===== config.mk =====
export PLATFORM = sky130hd
export DESIGN_NAME = core_count8_add
export DESIGN_NICKNAME = d
export VERILOG_FILES = /design/src/rtl/core_count_pkg.sv /design/src/rtl/core_count8_add_sub.sv /design/src/rtl/core_count8_add.sv
export SDC_FILE = /design/constraint.sdc
export NUM_CORES = 1
export LEC_CHECK = 0
export CORE_MARGIN = 4
export CORE_UTILIZATION = 39
export DETAILED_ROUTE_END_ITERATION = 12
export PLACE_DENSITY = 0.73
export SYNTH_ARGS = -nofsm -noshare
export SYNTH_HDL_FRONTEND = slang
export SYNTH_HIERARCHICAL = 1
export SYNTH_SLANG_ARGS = --single-unit

===== constraint.sdc =====
create_clock -name iClk -period 2.2 [get_ports iClk]
set_input_delay 0.22 -clock iClk [delete_from_list [all_inputs] [get_ports iClk]]
set_output_delay 0.22 -clock iClk [all_outputs]
set_load 0.05 [all_outputs]

===== src/rtl/core_count_pkg.sv =====
// Shared definitions for the core_count family of counter cores:
// the FSM state encoding and the default counter width.
package core_count_pkg;

    localparam int unsigned COUNT_WIDTH_DEFAULT = 8;

    typedef enum logic [1:0] {
        IDLE = 2'd0,
        RUN  = 2'd1,
        DONE = 2'd2
    } state_e;

endpackage


===== src/rtl/core_count8_add_sub.sv =====
// Registered increment cell: stores base, or base + 1 when en_n is low.
// The owner of this cell chooses base (current count, load value or zero).
module core_count8_add_sub #(
    parameter int unsigned Width = 8
) (
    input  logic             iClk,
    input  logic             iRst,
    input  logic             en_n,
    input  logic [Width-1:0] base,
    output logic [Width-1:0] count_q
);

    logic [Width-1:0] count_d;

    always_comb begin
        count_d = en_n ? base : base + Width'(1);
    end

    // NOTE: sequential state uses non-blocking assignments so every flop
    // samples pre-edge values regardless of block evaluation order.
    always_ff @(posedge iClk) begin
        if (iRst) begin
            count_q <= '0;
        end else begin
            count_q <= count_d;
        end
    end

endmodule


===== src/rtl/core_count8_add.sv =====
// Up-counter with IDLE/RUN/DONE control, synchronous load, terminal-count
// detection and registered oDone/oWrap pulses.
module core_count8_add
    import core_count_pkg::*;
#(
    parameter int unsigned CountWidth = COUNT_WIDTH_DEFAULT
) (
    input  logic                  iClk,
    input  logic                  iRst,
    input  logic                  _iEn,
    input  logic                  iStart,
    input  logic                  iLoad,
    input  logic [CountWidth-1:0] iCount,
    input  logic [CountWidth-1:0] iLimit,
    output logic [CountWidth-1:0] oCount,
    output logic                  oBusy,
    output logic                  oDone,
    output logic                  oWrap
);

    state_e                state_q, state_d;
    logic                  busy_q, busy_d;
    logic                  done_q, done_d;
    logic                  wrap_q, wrap_d;
    logic [CountWidth-1:0] count_q;
    logic [CountWidth-1:0] base;
    logic                  inc_en_n;

    // NOTE: every always_comb output gets a default first, so no path
    // through the case statement can leave a latch behind.
    always_comb begin
        state_d  = state_q;
        base     = count_q;
        inc_en_n = 1'b1;
        done_d   = 1'b0;
        wrap_d   = 1'b0;
        case (state_q)
            IDLE: begin
                if (iLoad) base = iCount;
                if (iStart) state_d = RUN;
            end
            RUN: begin
                if (iLoad) begin
                    base = iCount;
                end else if (!_iEn) begin
                    if (count_q == iLimit) begin
                        base    = '0;
                        done_d  = 1'b1;
                        state_d = DONE;
                    end else begin
                        inc_en_n = 1'b0;
                        wrap_d   = (count_q == {CountWidth{1'b1}});
                    end
                end
            end
            DONE: begin
                if (iLoad) base = iCount;
                state_d = IDLE;
            end
            default: state_d = IDLE;
        endcase
        // Busy is registered from the next state so it tracks state_q exactly.
        busy_d = (state_d == RUN);
    end

    always_ff @(posedge iClk) begin
        if (iRst) begin
            state_q <= IDLE;
            busy_q  <= 1'b0;
            done_q  <= 1'b0;
            wrap_q  <= 1'b0;
        end else begin
            state_q <= state_d;
            busy_q  <= busy_d;
            done_q  <= done_d;
            wrap_q  <= wrap_d;
        end
    end

    core_count8_add_sub #(
        .Width (CountWidth)
    ) u_inc (
        .iClk    (iClk),
        .iRst    (iRst),
        .en_n    (inc_en_n),
        .base    (base),
        .count_q (count_q)
    );

    assign oCount = count_q;
    assign oBusy  = busy_q;
    assign oDone  = done_q;
    assign oWrap  = wrap_q;

endmodule


==> Yosys cells after proc, flatten, opt, wreduce, memory -nomap -nowiden <==
Index checks and enable logic that the tools add are counted.
{ "totals": {"regBits": 13, "in_bits": 21, "wordCells": 31} }
{ "op_classes": {"bitwise_logic": 1, "eq_ne": 5, "addsub": 1, "mux": 15, "n_reduce_logical": 4} }
{ "ops": {"columns": ["operator", "n"], "rows": [
  ["$mux W8", 5],
  ["$pmux W8 S2", 1],
  ["$add A8 B1 Y8 const B", 1],
  ["$eq A8 B8 Y1", 1],
  ["$eq A8 B8 Y1 const B", 1],
  ["$mux W2", 4],
  ["$reduce_or A5 Y1", 1],
  ["$eq A2 B1 Y1 const B", 2],
  ["$mux W1", 4],
  ["$pmux W2 S2", 1],
  ["$reduce_or A4 Y1", 1],
  ["$eq A2 B2 Y1 const B", 1],
  ["$logic_not A2 Y1", 1],
  ["$reduce_or A2 Y1", 1],
  ["$not A1 Y1", 1]
]} }

==> Logic depth before layout (Yosys ltp) <==
Gate-level depths: netlist of the first run.
{ "logic_depth": {"depth_word": 7, "mapped_depth": 9, "depth_no_buf": 8} }

==> Modules after synthesis <==
Netlist of the first run, hierarchy kept.
{ "by_module_without_submodules": {"columns": ["module", "cells_each", "n_inst", "seq_area_each_um2", "area_each_um2"], "rows": [
  ["core_count8_add", 58, 1, 100.1, 424.2],
  ["core_count8_add_sub", 37, 1, 160.2, 369.1]
]} }

==> Worst setup path before layout of the first run <==
No wires, ideal clock.
{ "synth_timing": {"path_kind": "flip-flop to flip-flop", "start": "register u_inc.count_q[6]", "end": "register u_inc.count_q[6]", "t_required_ns": 2.130, "slack_ns": -0.184, "period_less_slack_ns": 2.384, "stages_incl_launch_ff": 10, "setup_ns": 0.070, "path_buffers": 1, "arrival_time_ns": 2.314, "cell_sequence": "dfxtp_1 -> xnor2_1 -> nand4_1 -> nor2_1 -> buf_2 -> o21ai_0 -> ha_1 -> nand2b_4 -> or3_1 -> a21oi_1"} }
{ "synth_via": {"elab_chain_cells": 7} }
{ "synth_rtl": {"columns": ["item", "line", "text"], "rows": [
  ["start, declared", "core_count8_add_sub.sv:10", "output logic [Width-1:0] count_q"],
  ["start signal, assigned", "core_count8_add_sub.sv:25", "count_q <= count_d;"],
  ["$eq A8 B8 Y1", "core_count8_add.sv:46", "if (count_q == iLimit) begin"],
  ["$mux W8", "core_count8_add.sv:46", null],
  ["$mux W8", "core_count8_add.sv:45", "end else if (!_iEn) begin"],
  ["$mux W8", "core_count8_add.sv:43", "if (iLoad) begin"],
  ["$pmux W8 S2", "core_count8_add.sv:37", "case (state_q)"],
  ["via base[0]", "core_count8_add.sv:26", "logic [CountWidth-1:0] base;"],
  ["$add A8 B1 Y8", "core_count8_add_sub.sv:16", "count_d = en_n ? base : base + Width'(1);"],
  ["$mux W8", "core_count8_add_sub.sv:16", null]
]} }
The timed path passes the listed nets, and every way through them passes these cells.
A chain may end at the register's enable or synchronous reset.

==> Worst setup path after layout of the first run <==
{ "layout_timing": {"start": "register state_q[0]", "end": "register u_inc.count_q[5]"} }
{ "layout_via": {"elab_chain_cells": 5} }
{ "layout_rtl": {"columns": ["item", "line", "text"], "rows": [
  ["start, declared", "core_count8_add.sv:21", "state_e state_q, state_d;"],
  ["start signal, assigned", "core_count8_add.sv:73", "state_q <= state_d;"],
  ["$eq A2 B2 Y1 / $logic_not A2 Y1 (equally long branches)", "core_count8_add.sv:37", null],
  ["$reduce_or A2 Y1 (no line)", null, null],
  ["$pmux W8 S2 *", "core_count8_add.sv:37", null],
  ["via base[5]", "core_count8_add.sv:26", null],
  ["$add A8 B1 Y8", "core_count8_add_sub.sv:16", null],
  ["$mux W8 *", "core_count8_add_sub.sv:16", null]
]} }
Mark *: on every way through the listed nets, which the timed path passes. The rest lies on a longest branch.

==> flow_metrics.py, run 1 <==
metrics = {
    "run_status": {
        "status": "completed",
    },
    "floorplan": {
        "coreArea_sq_um": 1940,
        "start_util_pct": 40.9,
        "io-pin-count": 32,
        "placementRows": 16,
        "die_area_sq_um": 2820,
        "fp.dieH_microns": 53.1,
        "fp.dieW_microns": 53.1,
    },
    "critical_path": {
        "r2r_start": "state_q[0]",
        "cp_data_arrival_time_ns": 2.26,
        "critPathLaunchType": "register",
        "reg2reg_depth": 7,
        "regToRegEndpoint": "u_inc/count_q[5]",
        "reg2reg_slack_ns": 0.15,
        "required_ns": 2.41,
        "path_class": "reg -> reg",
        "endpoint_kind": "register",
        "cp_max_fo": 4,
    },
    "timing": {
        "setup_viol": 0,
        "maxSlewHeadroom_pct": 66.1,
        "holdWs_ns": 0.528,
        "slew_viol_final": 0,
        "rsz0062_at_grt": "no",
        "worst_pin_slew_ns": 0.503,
        "fin_crit_sh_pct": 93.1,
        "fmax_mhz": 488,
        "final.min_clock_period_ns": 2.05,
        "timing_hold_violations_final": 0,
        "skew_ns": 0.00650,
    },
    "synth": {
        "syn_area_per_cell_sq_um": 8.35,
        "synth-edff-count": 0,
        "netlist_area_sq_um": 793,
        "ys_ff_latch": 13,
        "synth_area_leaders": "dfxtp_1 33%, xnor2_1 9.9%, a22oi_1 7.6%",
        "syn-num-nets": 117,
        "ys_warn_count": 6,
        "synth_top_cell_area_share_pct": 32.8,
        "synth_common_cells": "13 x dfxtp_1, 11 x o21ai_0, 10 x nand2_1",
        "ys_async_sr_fraction_pct": 0,
        "synthCells": 95,
        "seq_area_frac_synth_pct": 32.8,
        "synth_top_cell_by_area": "dfxtp_1",
        "ys.flop_type": "dfxtp_1",
        "yosysMostFrequentCell": "dfxtp_1",
        "synth_cell_types": 29,
    },
    "cts": {
        "hold_buffers": 0,
        "clock_latency_ns": 0.28,
        "cts_tree": "built",
        "htreeDepth": 1,
        "clk_pin_slew_ns": 0.09,
        "clock-sinks": 13,
        "cts_buffers": 3,
        "cts_setup_buffers": 0,
        "cts_buffer_depth": 2,
        "ctsRootBufferMaster": "clkbuf_4",
    },
    "hold_path": {
        "min_from": "u_inc/count_q[3]",
        "min_to": "oWrap",
        "hold_class": "reg -> reg",
        "holdPathStages": 2,
    },
    "routing": {
        "dr.pass1.iters": 5,
        "drt_iter0_drc": 33,
        "route.vias.total": 910,
        "vias_per_cell": 5.29,
        "route.detailed.drc": 0,
        "ant_nets": 0,
        "totalWireLength_mm": 2.42,
        "wl_per_cell_microns": 14.1,
    },
    "global_routing": {
        "grt_pass1_wl_mm": 3.72,
        "grt_pass1_vias": 889,
        "antenna_found_initial": 0,
        "grt_use_total_pct": 18.0,
        "grt-ovfl-total": 0,
        "grt_max_degree": 13,
    },
    "place": {
        "gp_congestion": 0.878,
        "placedCellCount": 168,
        "placement.cell_area_sq_um": 1270,
        "dp_hpwl_mm": 1.96,
        "portBuffers": 31,
    },
    "finish": {
        "nets": 168,
        "drive_above_1_share_pct": 25.5,
        "final_cell_area_sq_um": 1310,
        "fin_util_pct": 67.3,
        "area_delta_synth_final_pct": 64.7,
        "num_antenna_cells": 0,
        "final_cells": 172,
    },
    "pwr": {
        "power_w": 0.000671,
        "power_density_nw_per_um2": 514,
        "total_leakage_power_nw": 0.484,
        "peakVddDrop_v": 0.000316,
    },
    "job": {
        "drv_cap": 0,
    },
}
what timing repair did:
item,4_1_cts,5_1_grt
hold endpoints to repair,0,0
gates resized for setup,0,4
setup endpoints to repair,0,5
metal layers:
metal,up-vias,track usage (%),routed length [microns]
li1,452,-,-
met2,29,33.5,1270
met1,427,20.6,1020
met3,2,2.54,127
met5,-,0,0
met4,0,6.38,9
final cells by class:
class | instances | area (sq um)
Sequential cell | 13 | 270
Fill cell | 178 | 636
Multi-Input combinational cell | 77 | 519
Clock buffer | 4 | 26.3
Tap cell | 27 | 33.8
Timing Repair Buffer | 50 | 453
Inverter | 1 | 3.75
logic make-up after synthesis:
logic type / after synthesis / synth area share (%)
compound gates: 27 / 20.7
xor+xnor: 12 / 13.3
fa+ha+maj: 1 / 1.58
buf+inv: 5 / 3.47
flops: 13 / 32.8
mux: 1 / 1.26
simple gates: 36 / 27.0
critical path: stages, from the launching register on:
cell	delay, ns
dfxtp_1	0.40
nor2b_1	0.31
o21ai_2	0.13
buf_4	0.16
a22oi_1	0.13
o21ai_0	0.15
or4_4	0.56
a21oi_2	0.14
cell usage in the layout, fill, tap and decap left out:
| master | netlist | layout |
|---|---|---|
| or4b_4 | 0 | 1 |
| a22oi_1 | 8 | 8 |
| and4_1 | 3 | 3 |
| clkdlybuf4s50_1 | 0 | 31 |
| o21ai_2 | 0 | 1 |
| or4_4 | 1 | 1 |
| nand3_1 | 2 | 2 |
| nand4_1 | 4 | 4 |
| mux2i_1 | 1 | 1 |
| nor2_2 | 0 | 1 |
| nor4_1 | 1 | 1 |
| nor2_1 | 6 | 5 |
| nor2b_1 | 2 | 2 |
| ha_1 | 1 | 1 |
| dfxtp_1 | 13 | 5 |
| buf_4 | 0 | 19 |
| clkbuf_4 | 0 | 3 |
| clkbuf_1 | 1 | 1 |
| xor2_1 | 3 | 3 |
| a21oi_1 | 3 | 2 |
| o31ai_1 | 1 | 1 |
| xnor2_1 | 9 | 9 |
| nand4b_1 | 3 | 3 |
| a21oi_2 | 1 | 2 |
| a31oi_1 | 2 | 2 |
| inv_1 | 1 | 1 |
| nand2b_4 | 1 | 1 |
| dfxtp_2 | 0 | 8 |
| or3_1 | 2 | 2 |
| o21ai_0 | 11 | 11 |
| nand2_1 | 10 | 10 |
sequential cells by signal, indices dropped and copies added, names as in the netlist:
name           cells
u_inc/count_q      8
state_q            2
oBusy              1
oWrap              1
oDone              1
worst max path at each step:
stage	from	end	slack, ns	cells past startpoint
floorplan	u_inc/count_q[0]	u_inc/count_q[6]	0.007	9
global placement	iLimit[0]	u_inc/count_q[5]	-0.20	7
detailed placement	iLimit[0]	u_inc/count_q[7]	-0.26	8
CTS	iLimit[0]	u_inc/count_q[7]	0.03	8
global route	state_q[0]	u_inc/count_q[5]	0.02	7
finish	state_q[0]	u_inc/count_q[5]	0.15	7
stage by stage:
step / setup WS [ns] / setup TNS [ns]
2_1_floorplan: 0.00721 / 0
3_3_place_gp: -0.202 / -0.845
3_5_place_dp: -0.260 / -1.14
4_1_cts: 0.0279 / 0
5_1_grt: 0.0234 / 0
6_report: 0.153 / 0
power breakdown:
part	leakage [nW]	total [W]	switching, W	internal [W]
Combinational	0.359	0.000250	0.000127	0.000123
Clock	0.0150	0.000152	0.0000816	0.0000702
Sequential	0.110	0.000269	0.0000164	0.000252
Total	0.484	0.000671	0.000225	0.000446
No activity file was read; power rests on OpenSTA's default activity.
==> run 2, diff against run 1 <==
--- a/config.mk
+++ b/config.mk
@@ -6,9 +6,9 @@
 export NUM_CORES = 1
 export LEC_CHECK = 0
 export CORE_MARGIN = 4
-export CORE_UTILIZATION = 39
+export CORE_UTILIZATION = 42
 export DETAILED_ROUTE_END_ITERATION = 12
-export PLACE_DENSITY = 0.73
+export PLACE_DENSITY = 0.78
 export SYNTH_ARGS = -nofsm -noshare
 export SYNTH_HDL_FRONTEND = slang
 export SYNTH_HIERARCHICAL = 1
==> flow_metrics.py, run 2 (same netlist as run 1, synthesis figures left out) <==
metrics = {
    "timing": {
        "fin_setup_tns_ns": 0,
        "slew_viol_final": 0,
        "setup_slack_ns": 0.0858,
        "rsz0062_at_grt": "yes",
        "setup_viol": 0,
        "fin_crit_sh_pct": 96.1,
        "skew_ns": 0.000727,
        "final.min_clock_period_ns": 2.11,
        "timing_hold_violations_final": 0,
        "maxSlewHeadroom_pct": 65.2,
        "worst_pin_slew_ns": 0.521,
        "fmax_mhz": 473,
    },
    "global_routing": {
        "grt_pass1_vias": 942,
        "grt_pass1_wl_mm": 4.40,
        "grt_use_total_pct": 22.7,
        "grt-ovfl-total": 0,
        "grt_max_degree": 13,
        "antenna_found_initial": 0,
    },
    "cts": {
        "clock_latency_ns": 0.27,
        "cts_buffers": 3,
        "cts_buffer_depth": 2,
        "cts_tree": "built",
        "ctsRootBufferMaster": "clkbuf_4",
        "clk_pin_slew_ns": 0.08,
        "htreeDepth": 1,
        "cts_setup_buffers": 0,
        "clock-sinks": 13,
    },
    "pwr": {
        "share_comb_of_total_power_pct": 38.4,
        "power_density_nw_per_um2": 515,
        "clkPwrFrac_pct": 22.0,
        "power.internal_w": 0.000449,
        "seqPwrFrac_pct": 39.6,
        "switchingPower_w": 0.000232,
        "switching_share_pct": 34.0,
        "total_leakage_power_nw": 0.490,
        "power_w": 0.000681,
        "peakVddDrop_v": 0.000378,
    },
    "finish": {
        "top_regs": "u_inc/count_q (8), state_q (2)",
        "largest-register": "u_inc/count_q",
        "drive_above_1_share_pct": 26.7,
        "largest_reg_flops": 8,
        "num_antenna_cells": 0,
        "area_delta_synth_final_pct": 66.6,
        "final_common_cell": "clkdlybuf4s50_1",
        "layout_common_cells": "31 x clkdlybuf4s50_1, 20 x buf_4, 10 x nand2_1",
        "nets": 169,
    },
    "routing": {
        "drt_iter0_drc": 53,
        "ant_nets": 0,
        "dr.pass1.iters": 4,
        "wl_per_cell_microns": 16.0,
        "totalWireLength_mm": 2.73,
        "route.vias.total": 961,
        "route.detailed.drc": 0,
        "vias_per_cell": 5.62,
    },
    "job": {
        "drv_cap": 0,
    },
    "hold_path": {
        "hold_class": "reg -> reg",
        "holdPathStages": 2,
    },
    "place": {
        "gp_congestion": 0.876,
        "pre_cts_ws_ns": -0.339,
        "portBuffers": 31,
        "dp_hpwl_mm": 2.14,
    },
    "floorplan": {
        "coreArea_sq_um": 1760,
        "placementRows": 15,
        "start_util_pct": 45.0,
        "fp.dieH_microns": 51.5,
        "io-pin-count": 32,
        "fp.dieW_microns": 51.5,
        "die_area_sq_um": 2650,
    },
    "critical_path": {
        "critPathLaunchType": "register",
        "endpoint_kind": "register",
        "reg2reg_depth": 6,
        "cp_data_arrival_time_ns": 2.31,
        "cp_max_fo": 8,
        "path_class": "reg -> reg",
        "required_ns": 2.40,
        "reg2reg_slack_ns": 0.09,
    },
    "run_status": {
        "status": "completed",
    },
}
## run 2: cell count changes in the layout (fill, tap and decap cells not counted), sizes merged
cell  change
buf       +1
## run 2: path summary, 6_finish.rpt
check	from	endpoint
max	state_q[0]	u_inc/count_q[7]
min	u_inc/count_q[4]	oWrap
max reg2reg	state_q[0]	u_inc/count_q[7]
min reg2reg	u_inc/count_q[4]	oWrap
## run 2: per-stage QoR
step | utilization (%) | hold slack (ns) | cell area (sq um) | instances
floorplan | - | 0.297 | 803 | 95
global placement | 72.1 | 0.511 | 1270 | 167
detailed placement | 72.1 | 0.524 | 1270 | 167
CTS | 73.9 | 0.538 | 1300 | 171
global route | 74.9 | 0.572 | 1320 | 171
finish | 74.9 | 0.536 | 1320 | 171
## run 2: cell type report
cell class | count | area (sq um)
multi-input cells | 77 | 529
repair buffers | 51 | 460
fillers | 154 | 443
flip-flops and latches | 13 | 270
well taps | 25 | 31.3
clock buffers | 4 | 26.3
inverters | 1 | 3.75
## run 2: critical path, stage by stage, from the launching register on
cell and delay (ns):
dfxtp_1 0.43, nor2b_2 0.24, buf_4 0.16, or4b_4 0.52, nand4b_1 0.22, or3_1 0.32
a21oi_1 0.14
## run 2: power groups by stage
| stage | combinational (W) | sequential (W) | clock [W] |
|---|---|---|---|
| 3_5_place_dp | 0.000254 | 0.000274 | 0 |
| 6_report | 0.000262 | 0.000269 | 0.000150 |
| 4_1_cts | 0.000257 | 0.000269 | 0.000156 |
| 5_1_grt | 0.000278 | 0.000272 | 0.000175 |
| 3_3_place_gp | 0.000247 | 0.000273 | 0 |
| 2_1_floorplan | 0.0000810 | 0.000319 | 0 |
## run 2: routing by layer
layer / vias up / GRT usage, % / share of wire, %
met5: - / 0 / 0
met4: 0 / 12.7 / 2.9
met1: 442 / 25.9 / 38
li1: 458 / - / -
met2: 49 / 38.8 / 51
met3: 12 / 4.66 / 8.2
## run 2: what timing repair did
action | in CTS | in global routing
pin swaps | 0 | 1
gates resized for setup | 3 | 5
setup endpoints to repair | 3 | 4
hold buffers | 0 | 0
==> patch 1 (settings of run 2) <==
Set the package constant `COUNT_WIDTH_DEFAULT` to 6 (it was 8).
--- a/src/rtl/core_count_pkg.sv
+++ b/src/rtl/core_count_pkg.sv
@@ -4,3 +4,3 @@
 
-    localparam int unsigned COUNT_WIDTH_DEFAULT = 8;
+    localparam int unsigned COUNT_WIDTH_DEFAULT = 6;
 
Ports: changed (resized iCount, iLimit and oCount); port bits go from 32 to 26. No check against the original RTL was run, so the function may have changed too.
==> patch 1 against run 2 <==
Power shrank 25%; combinational power shrank 40%; highest routed layer is now met3; sequential power down 17%; setup slack better by 0.076 ns; design area fell by 24%; sequential share of layout area up 2.0 points; largest power group unchanged; critical endpoint is now u_inc/count_q[2]$_SDFF_PP0_; synthesized area fell by 20%; synthesized cell count down 29%; sequential cell count is 2 lower; routed wire length shrank 42%.
==> patch 1: results (changes against run 2) <==
- Flops & latches, synth: 11 (was 13)
- Worst hold stages: 3 (was 2)
- Setup Skew: 0.003252 ns (was 0.0007274 ns)
- Vias: 601 (was 961)
- Post-synthesis sequential area ratio: 34.58% (was 32.81%)
- ClkCell Share: 2.625% (was 1.989%)
- Crit Path Class: in2reg (was reg2reg)
- Worst slew pin tran: 0.5048 ns (was 0.5207 ns)
- Multi-input gates: 55 (was 77)
- Top flop regs: u_inc/count_q x6, state_q x2 (was u_inc/count_q x8, state_q x2)
- Status: completed (unchanged)
- Vias in the first global route: 618 (was 942)
- Global Route Usage Sum: 16.98% (was 22.69%)
- Share of cells above drive strength 1: 21.15% (was 26.71%)
- Syn_nets: 85 (was 117)
- Initial DRC count: 5 (was 53)
- Maximum VDD drop: 0.2739 mV (was 0.3784 mV)
- Drt pass-1 iters: 2 (was 4)
- I/O Buffers: 25 (was 31)
- Inverters: 0 (was 1)
- CP startpoint: _iEn (was state_q[0]$_SDFF_PP0_)
- Non-clk bufs: 34 (was 51)
- CP max FO: 4 (was 8)
- Yosys cell types: 27 (was 29)
- Reg2reg end: u_inc/count_q[2]$_SDFF_PP0_ (was u_inc/count_q[7]$_SDFF_PP0_)
- Hold WS: 0.5894 ns (was 0.5357 ns)
- First-pass GRT wire length: 2594 microns (was 4402 microns)
patch 1: cell types whose count changed in the layout (fill, tap and decap cells not counted), sizes merged, moves of 3 or more:
cell           change
a21oi              +3
a22oi              -8
and4               -3
buf               -11
clkdlybuf4s50      -6
mux2i              +6
nand2              -8
nand4              -3
nor2               +3
o21ai             -11
xnor2              -8
xor2               +6
patch 1: metal layers:
layer | up-vias | track usage [%] | part of all wire, %
met5 | - | 0 | 0
met3 | 0 | 3.831 | 6.1
met4 | 0 | 6.630 | 0
met2 | 13 | 31.71 | 53
li1 | 319 | - | -
met1 | 269 | 18.22 | 40
patch 1: kinds of logic (layout without fill, tap and decap cells):
logic type | Yosys count | count (layout) | synth area share [%]
AO/OA/AOI/OAI | 13 | 13 | 13.16
XOR/XNOR | 10 | 10 | 13.75
adder cells (fa/ha/maj) | 1 | 1 | 1.964
buffers and inverters | 1 | 38 | 0.5888
flip-flops | 11 | 11 | 34.58
multiplexers | 7 | 7 | 11.00
AND/OR/NAND/NOR | 24 | 24 | 24.95
patch 1: metrics by stage:
step                cell area [sq um]  total power [uW]  utilization, %  instances  setup WS [ns]
detailed placement              974.7             385.9           71.34        115        -0.1150
CTS                              1001             522.0           73.26        119         0.1570
global placement                974.7             382.6           71.34        115       -0.05125
finish                           1001             513.4           73.26        119         0.1619
global route                     1001             549.6           73.26        119        0.02423
floorplan                       641.9             311.2               -         67        0.04015
patch 1: power by group:
part / total (uW) / internal [uW] / switching (uW)
Sequential: 222 / 211 / 11.8
Combinational: 158 / 75.9 / 81.7
Clock: 133 / 70.0 / 63.5
Total: 513 / 356 / 157
==> patch 2 (config.mk and constraints of run 2) <==
Made on the original files. Register the input `iLimit` before use, without a reset. The logic sees it one clock later. The other inputs are not delayed to match.
--- a/src/rtl/core_count8_add.sv
+++ b/src/rtl/core_count8_add.sv
@@ -19,2 +19,8 @@
 );
+
+    logic [CountWidth-1:0] iLimit_q;
+
+    always_ff @(posedge iClk) begin
+        iLimit_q <= iLimit;
+    end
 
@@ -45,3 +51,3 @@
                 end else if (!_iEn) begin
-                    if (count_q == iLimit) begin
+                    if (count_q == iLimit_q) begin
                         base    = '0;
Formal check against the unedited RTL: not equivalent (a bounded check fails within 4 cycles, from zero or initial values and one cycle with iRst high).
==> patch 2 against run 2 <==
First-iteration DRC count up 3.8%; setup slack worse by 0.065 ns; non-clock buffer count up 9; fmax down 3.0%; design area up 19%; clock power up 29%; power up 32%; synthesized area up 20%; sequential cell count up 8; critical path depth up 2; routed wire length up 14%; core utilization up 1.4 points; global-route usage down 1.7 points; critical endpoint unchanged; largest cell class unchanged.
==> patch 2: results (changes against run 2) <==
- Status: completed (unchanged)
- Worst Path Arrival: 2.42 ns (was 2.31 ns)
- Worst hold stages: 1 (was 2)
- Int Power: 612.9 uW (was 449.4 uW)
- Share of cells above drive strength 1: 31.29% (was 26.71%)
- Routed WL per cell: 16.34 microns (was 15.96 microns)
- Non-clk bufs: 60 (was 51)
- Register share of total power: 47.0% (was 39.6%)
- Signal buffers share of area: 33.81% (was 34.85%)
- Comb. pwr: 283 uW (was 262 uW)
- Maximum VDD drop: 0.5023 mV (was 0.3784 mV)
- Met2 Track Usage GR: 35.64% (was 38.77%)
- CTS clk-pin slew, worst paths: 0.12 ns (was 0.08 ns)
- Syn_nets: 125 (was 117)
- Gpl congestion: 0.8413 (was 0.8758)
- Vias in the first global route: 1,151 (was 942)
- Worst-Skew Late Latency: 0.31 ns (was 0.27 ns)
- Placed Cells: 185 (was 167)
- Cell area after layout: 1573 sq um (was 1321 sq um)
- CP max FO: 7 (was 8)
- Grt met1 use: 23.62% (was 25.93%)
- Worst slew pin tran: 0.5672 ns (was 0.5207 ns)
- Reg area: 430.4 sq um (was 270.3 sq um)
- Post-Syn Area per Cell: 9.256 sq um (was 8.350 sq um)
- DP Area: 1494 sq um (was 1271 sq um)
- Clk network pwr share: 21.5% (was 22.0%)
- First-pass GRT wire length: 5175 microns (was 4402 microns)
- Number of fill cells: 147 (was 154)
- Post-synthesis sequential area ratio: 44.09% (was 32.81%)
- Static Leak: 0.0006101 uW (was 0.0004900 uW)
- Global Route Usage Sum: 20.97% (was 22.69%)
- Setup Skew: 0.004037 ns (was 0.0007274 ns)
- Fraction of area in multi-input gates: 34.69% (was 40.06%)
- Place WS: -0.3630 ns (was -0.3394 ns)
- CTS Sinks: 21 (was 13)
- Post-route met1 wirelength: 1223 microns (was 1038 microns)
- Post-DP HPWL: 2261 microns (was 2139 microns)
- Met2 wire length: 1532 microns (was 1389 microns)
- Post-synth top cells: 21 x dfxtp_1, 11 x o21ai_0, 10 x nand2_1 (was 13 x dfxtp_1, 11 x o21ai_0, 10 x nand2_1)
- Cells on worst reg2reg path: 8 (was 6)
- Fin nets: 186 (was 169)
- Layout clock buffers: 3 (was 4)
- ClkCell Share: 1.750% (was 1.989%)
- CP peak stage delay: 0.58 ns (was 0.52 ns)
- Met3 Wirelength: 220 microns (was 223 microns)
- Ranking of synthesized cells by area: dfxtp_1 44%, xnor2_1 8.3%, a22oi_1 6.3% (was dfxtp_1 33%, xnor2_1 9.9%, a22oi_1 7.6%)
- Post-route non-filler standard cell count: 190 (was 171)
- Width of the die: 55.65 microns (was 51.46 microns)
- Top flop regs: iLimit_q x8, u_inc/count_q x8, state_q x2 (was u_inc/count_q x8, state_q x2)
- Initial DRC count: 55 (was 53)
[patch 2: cell types whose count changed after synthesis]
cell            run 2  this run
dfxtp_1            13        21
[patch 2: final timing paths]
path	startpoint	to	slack [ns]
max reg2reg	u_inc/count_q[4]$_SDFF_PP0_	u_inc/count_q[7]$_SDFF_PP0_	0.02
min reg2reg	u_inc/count_q[3]$_SDFF_PP0_	oWrap$_SDFF_PP0_	0.65
max	u_inc/count_q[4]$_SDFF_PP0_	u_inc/count_q[7]$_SDFF_PP0_	0.02
min	iLimit[5]	iLimit_q[5]$_DFF_P_	0.33
[patch 2: cells by family after synthesis]
family / count (synthesis) / share of synthesized area [%]
AO/OA/AOI/OAI: 27 / 17.19
XOR/XNOR: 12 / 11.02
adder cells (fa/ha/maj): 1 / 1.312
buffers and inverters: 5 / 2.885
flip-flops: 21 / 44.09
multiplexers: 1 / 1.050
AND/OR/NAND/NOR: 36 / 22.44
